`src/rtl/collision_scanner.sv`:
```
// collision_scanner: per-frame walk of the object table producing one side-of-contact code per slot.
// Optional macro HIT_COUNT_EN adds an 8-bit saturating hit_count output.
module collision_scanner #(
    parameter int N_OBJ = 8,
    parameter int IDX_W = 3
) (
    input  logic             clk,
    input  logic             rst,
    input  logic             start,
    input  logic [31:0]      player_coord,
    input  logic [31:0]      player_size,
    output logic [IDX_W-1:0] obj_sel,
    input  logic [31:0]      obj_coord,
    input  logic [31:0]      obj_size,
    input  logic             obj_enable,
    output logic             coll_valid,
    output logic [IDX_W-1:0] coll_idx,
    output logic [3:0]       coll_dir,
    output logic             busy,
`ifdef HIT_COUNT_EN
    output logic             done,
    output logic [7:0]       hit_count
`else
    output logic             done
`endif
);
    typedef enum logic [2:0] {IDLE, ADDR, CALC, EMIT, DONE} state_t;
    state_t           state;
    logic [IDX_W-1:0] idx;
    logic [31:0]      p_coord, p_size;
    logic [16:0]      p_r, p_b, o_r, o_b;
    logic signed [17:0] ovx, ovy;
    logic             hit;
    logic [3:0]       dir;
    // Right/bottom edges are 17 bits so boxes at the top of the coordinate range never wrap.
    assign p_r = {1'b0, p_coord[31:16]} + {1'b0, p_size[31:16]};
    assign p_b = {1'b0, p_coord[15:0]} + {1'b0, p_size[15:0]};
    assign o_r = {1'b0, obj_coord[31:16]} + {1'b0, obj_size[31:16]};
    assign o_b = {1'b0, obj_coord[15:0]} + {1'b0, obj_size[15:0]};
    assign ovx = $signed({1'b0, (p_r < o_r ? p_r : o_r)})
               - $signed({2'b0, (p_coord[31:16] > obj_coord[31:16] ? p_coord[31:16] : obj_coord[31:16])});
    assign ovy = $signed({1'b0, (p_b < o_b ? p_b : o_b)})
               - $signed({2'b0, (p_coord[15:0] > obj_coord[15:0] ? p_coord[15:0] : obj_coord[15:0])});
    // A zero-size player yields non-positive overlap, so it needs no separate test.
    assign hit = ovx > 18'sd0 && ovy > 18'sd0 && obj_enable && obj_size[31:16] != 16'd0
              && obj_size[15:0] != 16'd0 && obj_coord != 32'hFFFF_FFFF;
    // Smaller overlap axis picks the contact side; ties resolve vertically.
    assign dir = !hit ? 4'b0000
               : ovx < ovy ? (p_coord[31:16] < obj_coord[31:16] ? 4'b0100 : 4'b1000)
               : (p_coord[15:0] < obj_coord[15:0] ? 4'b0001 : 4'b0010);

    // Scan sequencer: three cycles per slot, then a one-cycle done pulse.
    always_ff @(posedge clk) begin
        if (rst) begin
            state      <= IDLE;
            idx        <= '0;
            obj_sel    <= '0;
            coll_valid <= 1'b0;
            coll_idx   <= '0;
            coll_dir   <= 4'b0000;
            busy       <= 1'b0;
            done       <= 1'b0;
            p_coord    <= '0;
            p_size     <= '0;
`ifdef HIT_COUNT_EN
            hit_count  <= 8'd0;
`endif
        end else begin
            coll_valid <= 1'b0;
            done       <= 1'b0;
            case (state)
                IDLE: if (start) begin
                    p_coord   <= player_coord;
                    p_size    <= player_size;
                    busy      <= 1'b1;
                    idx       <= '0;
                    obj_sel   <= '0;
                    state     <= ADDR;
`ifdef HIT_COUNT_EN
                    hit_count <= 8'd0;
`endif
                end
                ADDR: state <= CALC;
                CALC: begin
                    coll_valid <= 1'b1;
                    coll_idx   <= idx;
                    coll_dir   <= dir;
                    state      <= EMIT;
`ifdef HIT_COUNT_EN
                    if (dir != 4'b0000 && hit_count != 8'hFF) hit_count <= hit_count + 8'd1;
`endif
                end
                EMIT: if (idx == IDX_W'(N_OBJ - 1)) begin
                    state <= DONE;
                    busy  <= 1'b0;
                    done  <= 1'b1;
                end else begin
                    idx     <= idx + 1'b1;
                    obj_sel <= idx + 1'b1;
                    state   <= ADDR;
                end
                default: state <= IDLE;
            endcase
        end
    end
endmodule

```
`config.mk`:
```
export PLATFORM = sky130hd
export DESIGN_NAME = collision_scanner
export DESIGN_NICKNAME = d
export VERILOG_FILES = /design/src/rtl/collision_scanner.sv
export SDC_FILE = /design/constraint.sdc
export NUM_CORES = 1
export LEC_CHECK = 0
export ABC_CLOCK_PERIOD_IN_PS = 9450
export CORE_MARGIN = 10
export CORE_UTILIZATION = 45
export DETAILED_ROUTE_END_ITERATION = 8
export GPL_TIMING_DRIVEN = 1
export PLACE_DENSITY = 0.68
export SYNTH_ARGS = -nofsm -noshare
export SYNTH_HDL_FRONTEND = slang
export SYNTH_SLANG_ARGS = --single-unit
export TNS_END_PERCENT = 5
```
`constraint.sdc`:
```
create_clock -name clk -period 9.45 [get_ports clk]
set_input_delay 1.4175 -clock clk [delete_from_list [all_inputs] [get_ports clk]]
set_output_delay 1.4175 -clock clk [all_outputs]
set_load 0.005 [all_outputs]
```
Yosys cells after proc, flatten, opt, wreduce, memory -nomap -nowiden
Cells that the tools add are included.

$lt $le $gt $ge: 9. Muxes and demuxes: 19. $add $sub $neg: 7. Reductions and logical operators: 13. Equality and inequality tests: 8. Bitwise logic cells: 1.

Operators by type and width (number): $add A16 B16 Y17 (4); $gt A18 B1 Y1 const B (2); $sub A17 B16 Y18 (2); $lt A17 B17 Y1 (2); $mux W17 (2); $gt A16 B16 Y1 (2); $lt A16 B16 Y1 (2); $mux W16 (2); $ne A32 B32 Y1 const B (1); $reduce_bool A16 Y1 (2); $lt A18 B18 Y1 (1); $mux W3 (4); $mux W4 (3); $pmux W3 S4 (1); $eq A3 B2 Y1 const B (2); $ne A2 B2 Y1 const B (3); $pmux W3 S2 (1); $reduce_and A3 Y1 (2); $logic_and A1 B1 Y1 (5); $mux W1 (4); $add A3 B1 Y3 const B (1); $eq A3 B1 Y1 const B (1); $eq A3 B3 Y1 const B (1); $logic_not A3 Y1 (1); 6 further kinds (6).

Input port bits: 132. Flip-flop bits (word level): 80. Output and inout port bits: 13.

Longest topological paths before layout
Gate-level depths: netlist of the first run.

Depth in word-level cells: 11. Gate-level depth with buffers: 36. Mapped depth without buffers: 35.

Least setup slack after synthesis of the first run
No wires, ideal clock.

Path type: input -> register. From: input port obj_coord[16]. To: register coll_dir[1]. Library setup time: 129 ps. Stages on the path: 31. Setup slack: 1286 ps. Arrival: 8036 ps. Path buffers: 0. Cell sequence: ha_1 > fa_1 > a211oi_1 > o21ai_1 > nor3_1 > o311ai_1 > a21oi_1 > o21bai_1 > xnor2_1 > ha_1 > nand3_1 > nor3_1 > o311ai_0 > a31oi_1 > mux2_2 > fa_1 > a211oi_2 > o21ai_2 > o41ai_4 > nor4_1 > nor4b_1 > o21ai_0 > xor2_1 > ha_1 > nand2_1 > nand3b_1 > a2111oi_0 > nor2_1 > and3_1 > nand2b_1 > o31ai_1.

Longest elaborated chain between the ends: 11. Elaborated cells between the ends (all ways): 16. Those cells by class: add/sub: 2; order compare: 4; eq/ne: 1; mux: 4; reduce/logical: 5.

RTL lines: start: declaration (line 13) `input logic [31:0] obj_coord,`; $add A16 B16 Y17 (line 38) `assign o_r = {1'b0, obj_coord[31:16]} + {1'b0, obj_size[31:16]};`; $lt A17 B17 Y1 (line 40) `assign ovx = $signed({1'b0, (p_r < o_r ? p_r : o_r)})`; $mux W17 (line 40); $sub A17 B16 Y18 (line 41) `- $signed({2'b0, (p_coord[31:16] > obj_coord[31:16] ? p_coord[31:16] : obj_coord[31:16])});`; $gt A18 B1 Y1 (line 45) `assign hit = ovx > 18'sd0 && ovy > 18'sd0 && obj_enable && obj_size[31:16] != 16'd0`; $logic_and A1 B1 Y1 (3 in a row) (line 45); $logic_and A1 B1 Y1 (2 in a row) (line 46) `&& obj_size[15:0] != 16'd0 && obj_coord != 32'hFFFF_FFFF;`; $mux W4 * (line 48) `assign dir = !hit ? 4'b0000`; end signal: assignment (line 87) `coll_dir <= dir;`; end: declaration (line 18) `output logic [3:0] coll_dir,`.

Every way passes the cells marked *; elsewhere a longest branch is shown, timed or not. A chain may end at the register's enable or synchronous reset.

Worst setup path in the final report of the first run
From: input port obj_coord[16]. To: register coll_dir[2].

Same word-level chain as after synthesis.

==> impl_metrics.yaml, run 1 <==
routing:
  drt_pre_antenna_iters: 5
  routedWlPerCell_um: 17.4
  num_vias: 9645
  drt-total-wl_um: 29900
  drt_iter0_markers: 627
  avgViaCountPerCell: 5.62
  postRouteAntennaNets: 0
  drc: 0
worst_setup_path:
  r2r_start: "p_coord[0]$_SDFFE_PP0P_"
  r2r_end: "coll_dir[2]$_SDFFE_PP0P_"
  max_stage_delay_ps: 500
  r2r_cells: 36
  regToRegSetupSlack_ps: 1220
  crit_family: "compound AO/OA/AOI/OAI gates"
  critPathKind: "in -> reg"
  critPathLaunchType: "input port"
  critPathSlowestCell: "clkdlybuf4s50_1"
  path_max_fanout: 4
  crit_buf_inv: 2
  cp.arrival_ps: 9020
  cpMostUsedCell: "ha_1"
  worstPathRequired_ps: 9730
  worstSetupEndpointType: "flip-flop"
worst_hold_path:
  hold_end: "coll_dir[2]$_SDFFE_PP0P_"
  hold_path.class: "reg -> reg"
  hp-start: "coll_dir[2]$_SDFFE_PP0P_"
  worstHoldPathCells: 2
power:
  p_int_mw: 1.22
  ir_drop_uv: 111
  switching_share_pct: 45.1
  p_comb_share_pct: 64.9
  power.clock.fraction_pct: 16.7
  cellPowerDensity_nw_per_um2: 186
  leakage_nw: 5.45
  pwr-share-seq_pct: 18.4
  power_mw: 2.22
  power.switching_mw: 1.00
synthesis:
  synth_warnings: 0
  yosys.area_share.adder_pct: 23.8
  synth_top_family_by_area: "compound AO/OA/AOI/OAI gates"
  synth.net_count: 1622
  syn-cell-area_um2: 9910
  synth.yosys.seq_area_share_pct: 16.2
  synth_edf_count: 0
  synth_cell_type_count: 67
  synth.mux.area_fraction_pct: 4.61
  synth_area_per_cell_um2: 7.59
  ys.flop_type: "dfxtp_1"
  synth-compound-area-share_pct: 24.9
  synthXorXnorAreaFrac_pct: 6.81
  yosys_register_bits: 80
  synthCells: 1305
  synthArstFlopShare_pct: 0
  synth-simple-area-share_pct: 19.6
clocking:
  clock-sinks: 80
  clockBufferDepth: 2
  cts_resized: 0
  root_buffer: "clkbuf_16"
  clk_pin_slew_worst_paths_ps: 70
  cts_setup_buffers: 0
  cts_tree: "done"
  clkLatencyLatePin_ps: 350
  numCtsBuffers: 9
  postCtsHoldBufs: 0
  cts_max_level: 3
floorplan:
  die_w_um: 168
  start_util_pct: 45.5
  fp.dieH_um: 168
  ios: 145
  rows: 54
  die_area_um2: 28300
  coreArea_um2: 21800
sta:
  tns_ps: 0
  slew_headroom_pct: 22.0
  tightest_slew_ps: 1170
  fin_crit_ps: 8730
  fmax_mhz: 114
  maxSlewViolCount: 0
  rsz0062_at_grt: "false"
  fin_crit_sh_pct: 92.4
  finalClockSkew_ps: 14.1
  finalHoldViolCount: 0
  setup_viol: 0
run:
  cap_violations: 0
cells_and_area:
  area_delta_synth_final_pct: 20.7
  n_fill_cell: 2102
  final_common_cell: "nand2_1"
  drive_above_1_share_pct: 3.41
  final_cell_mix: "nand2_1 (207), ha_1 (179), a21oi_1 (159)"
  diodes: 0
  nets: 1751
  fin_util_pct: 54.9
grt:
  antenna_found_initial: 0
  grt-ovfl-total: 0
  grt_start_max_net_pins: 78
  grt_pass1_wl_um: 47700
  grt_pass1_vias: 9186
  globalRouteTotalUtil_pct: 20.4
place:
  portBuffers: 144
  dp_hpwl_um: 25000
  gp_congestion: 0.963
status:
  outcome: "finished, final reports clean"
final cells by class:
type / count / area (µm²) / area share (%)
timing repair buffer: 152 / 1500 / 12.5
sequential: 80 / 1600 / 13.4
clock inverter: 3 / 42.5 / 0.356
clock buffer: 11 / 253 / 2.11
inverter: 74 / 278 / 2.32
tap: 280 / 350 / 2.93
multi-input combinational: 1117 / 7930 / 66.4
state kept, by name (all words and copies together), names as in the netlist:
register / count
busy: 1
coll_dir: 4
p_size: 32
p_coord: 32
coll_idx: 3
state: 3
done: 1
coll_valid: 1
idx: 3
tightest hold or removal path: cells and delay by family (launching register included):
| kind | cells | cell delay (ps) |
|---|---|---|
| AOI/OAI and AO/OA | 1 | 50 |
| DFF | 1 | 310 |
| and+or+nand+nor | 1 | 50 |
synth_stat cells (5+ instances only):
master	number	area (µm²)
a211oi_1	9	67.6
clkbuf_1	32	120
xor2_1	31	272
and3_1	12	75.1
nand3_1	26	130
o31ai_1	8	60.1
xnor2_1	46	403
ha_1	179	2240
nand3b_1	5	37.5
a21oi_1	161	806
o21bai_1	10	75.1
o31a_1	6	52.6
o211ai_1	9	67.6
inv_1	74	278
nor4_1	12	75.1
fa_1	6	120
mux2_2	5	56.3
or3_1	5	31.3
nand2b_1	18	113
nor2_1	58	218
mux2i_1	40	400
nand4_1	21	131
nand2_1	207	777
a2111oi_0	6	52.6
dfxtp_1	80	1600
nor3_1	22	110
o21a_1	19	143
nor2b_1	15	93.8
or2_2	5	31.3
o21ai_1	12	60.1
a31oi_1	10	62.6
a21o_1	48	360
o21ai_0	51	255
power by group through the flow:
| stage | Sequential [mW] | Combinational (mW) | Clock [mW] |
|---|---|---|---|
| 3_3_place_gp | 0.413 | 1.40 | 0 |
| 5_1_grt | 0.411 | 1.64 | 0.391 |
| 4_1_cts | 0.407 | 1.43 | 0.376 |
| 6_report | 0.408 | 1.44 | 0.370 |
| 2_1_floorplan | 0.393 | 1.09 | 0 |
| 3_5_place_dp | 0.414 | 1.42 | 0 |
worst max-delay path by stage:
stage	slack [ps]	end	start	cells after the start
5_1_grt	50	coll_dir[2]$_SDFFE_PP0P_	obj_coord[16]	35
3_3_place_gp	500	coll_dir[2]$_SDFFE_PP0P_	obj_coord[16]	32
4_1_cts	580	coll_dir[2]$_SDFFE_PP0P_	obj_coord[16]	32
6_report	720	coll_dir[2]$_SDFFE_PP0P_	obj_coord[16]	34
3_5_place_dp	220	coll_dir[2]$_SDFFE_PP0P_	obj_coord[16]	34
2_1_floorplan	1290	coll_dir[1]$_SDFFE_PP0P_	obj_coord[16]	31
per-stage QoR:
step           instance area (µm²)  cells  hold WS (ps)  setup slack [ps]
6_report                     12000   1717           451               716
5_1_grt                      12000   1717           478              49.7
4_1_cts                      11900   1717           455               582
3_5_place_dp                 11600   1703           445               218
3_3_place_gp                 11600   1703           437               495
2_1_floorplan                 9910   1305           440              1290
routing by layer:
metal  GRT usage [%]  share of wire (%)  vias to the layer above
met4            3.07               0.74                        0
met5               0                  0                        -
met1            29.7                 51                     4424
met3            4.07                6.0                       19
li1                -                  -                     4996
met2            30.4                 43                      206
cell families (layout without fill, tap and decap cells):
kind of cell	after synthesis	after routing
flops	80	80
buf+inv	108	240
fa+ha+maj	185	185
simple gates	421	421
xor+xnor	77	77
compound gates	389	389
mux	45	45
Note: power is estimated with default switching activity, not from simulation.
==> run 2: changes to the inputs <==
--- a/config.mk
+++ b/config.mk
@@ -14,4 +14,3 @@
 export SYNTH_ARGS = -nofsm -noshare
 export SYNTH_HDL_FRONTEND = slang
 export SYNTH_SLANG_ARGS = --single-unit
-export TNS_END_PERCENT = 5
==> results of run 2 <==
Same layout as run 1: the final DEF is identical, and so are final timing and power.
==> run 3: changes to the inputs <==
--- a/config.mk
+++ b/config.mk
@@ -8,9 +8,11 @@
 export ABC_CLOCK_PERIOD_IN_PS = 9450
 export CORE_MARGIN = 10
 export CORE_UTILIZATION = 45
+export CTS_CLUSTER_DIAMETER = 30
 export DETAILED_ROUTE_END_ITERATION = 8
 export GPL_TIMING_DRIVEN = 1
 export PLACE_DENSITY = 0.68
+export SKIP_CTS_REPAIR_TIMING = 1
 export SYNTH_ARGS = -nofsm -noshare
 export SYNTH_HDL_FRONTEND = slang
 export SYNTH_SLANG_ARGS = --single-unit
==> results of run 3 <==
Same layout as run 1: the final DEF is identical, and so are final timing and power.
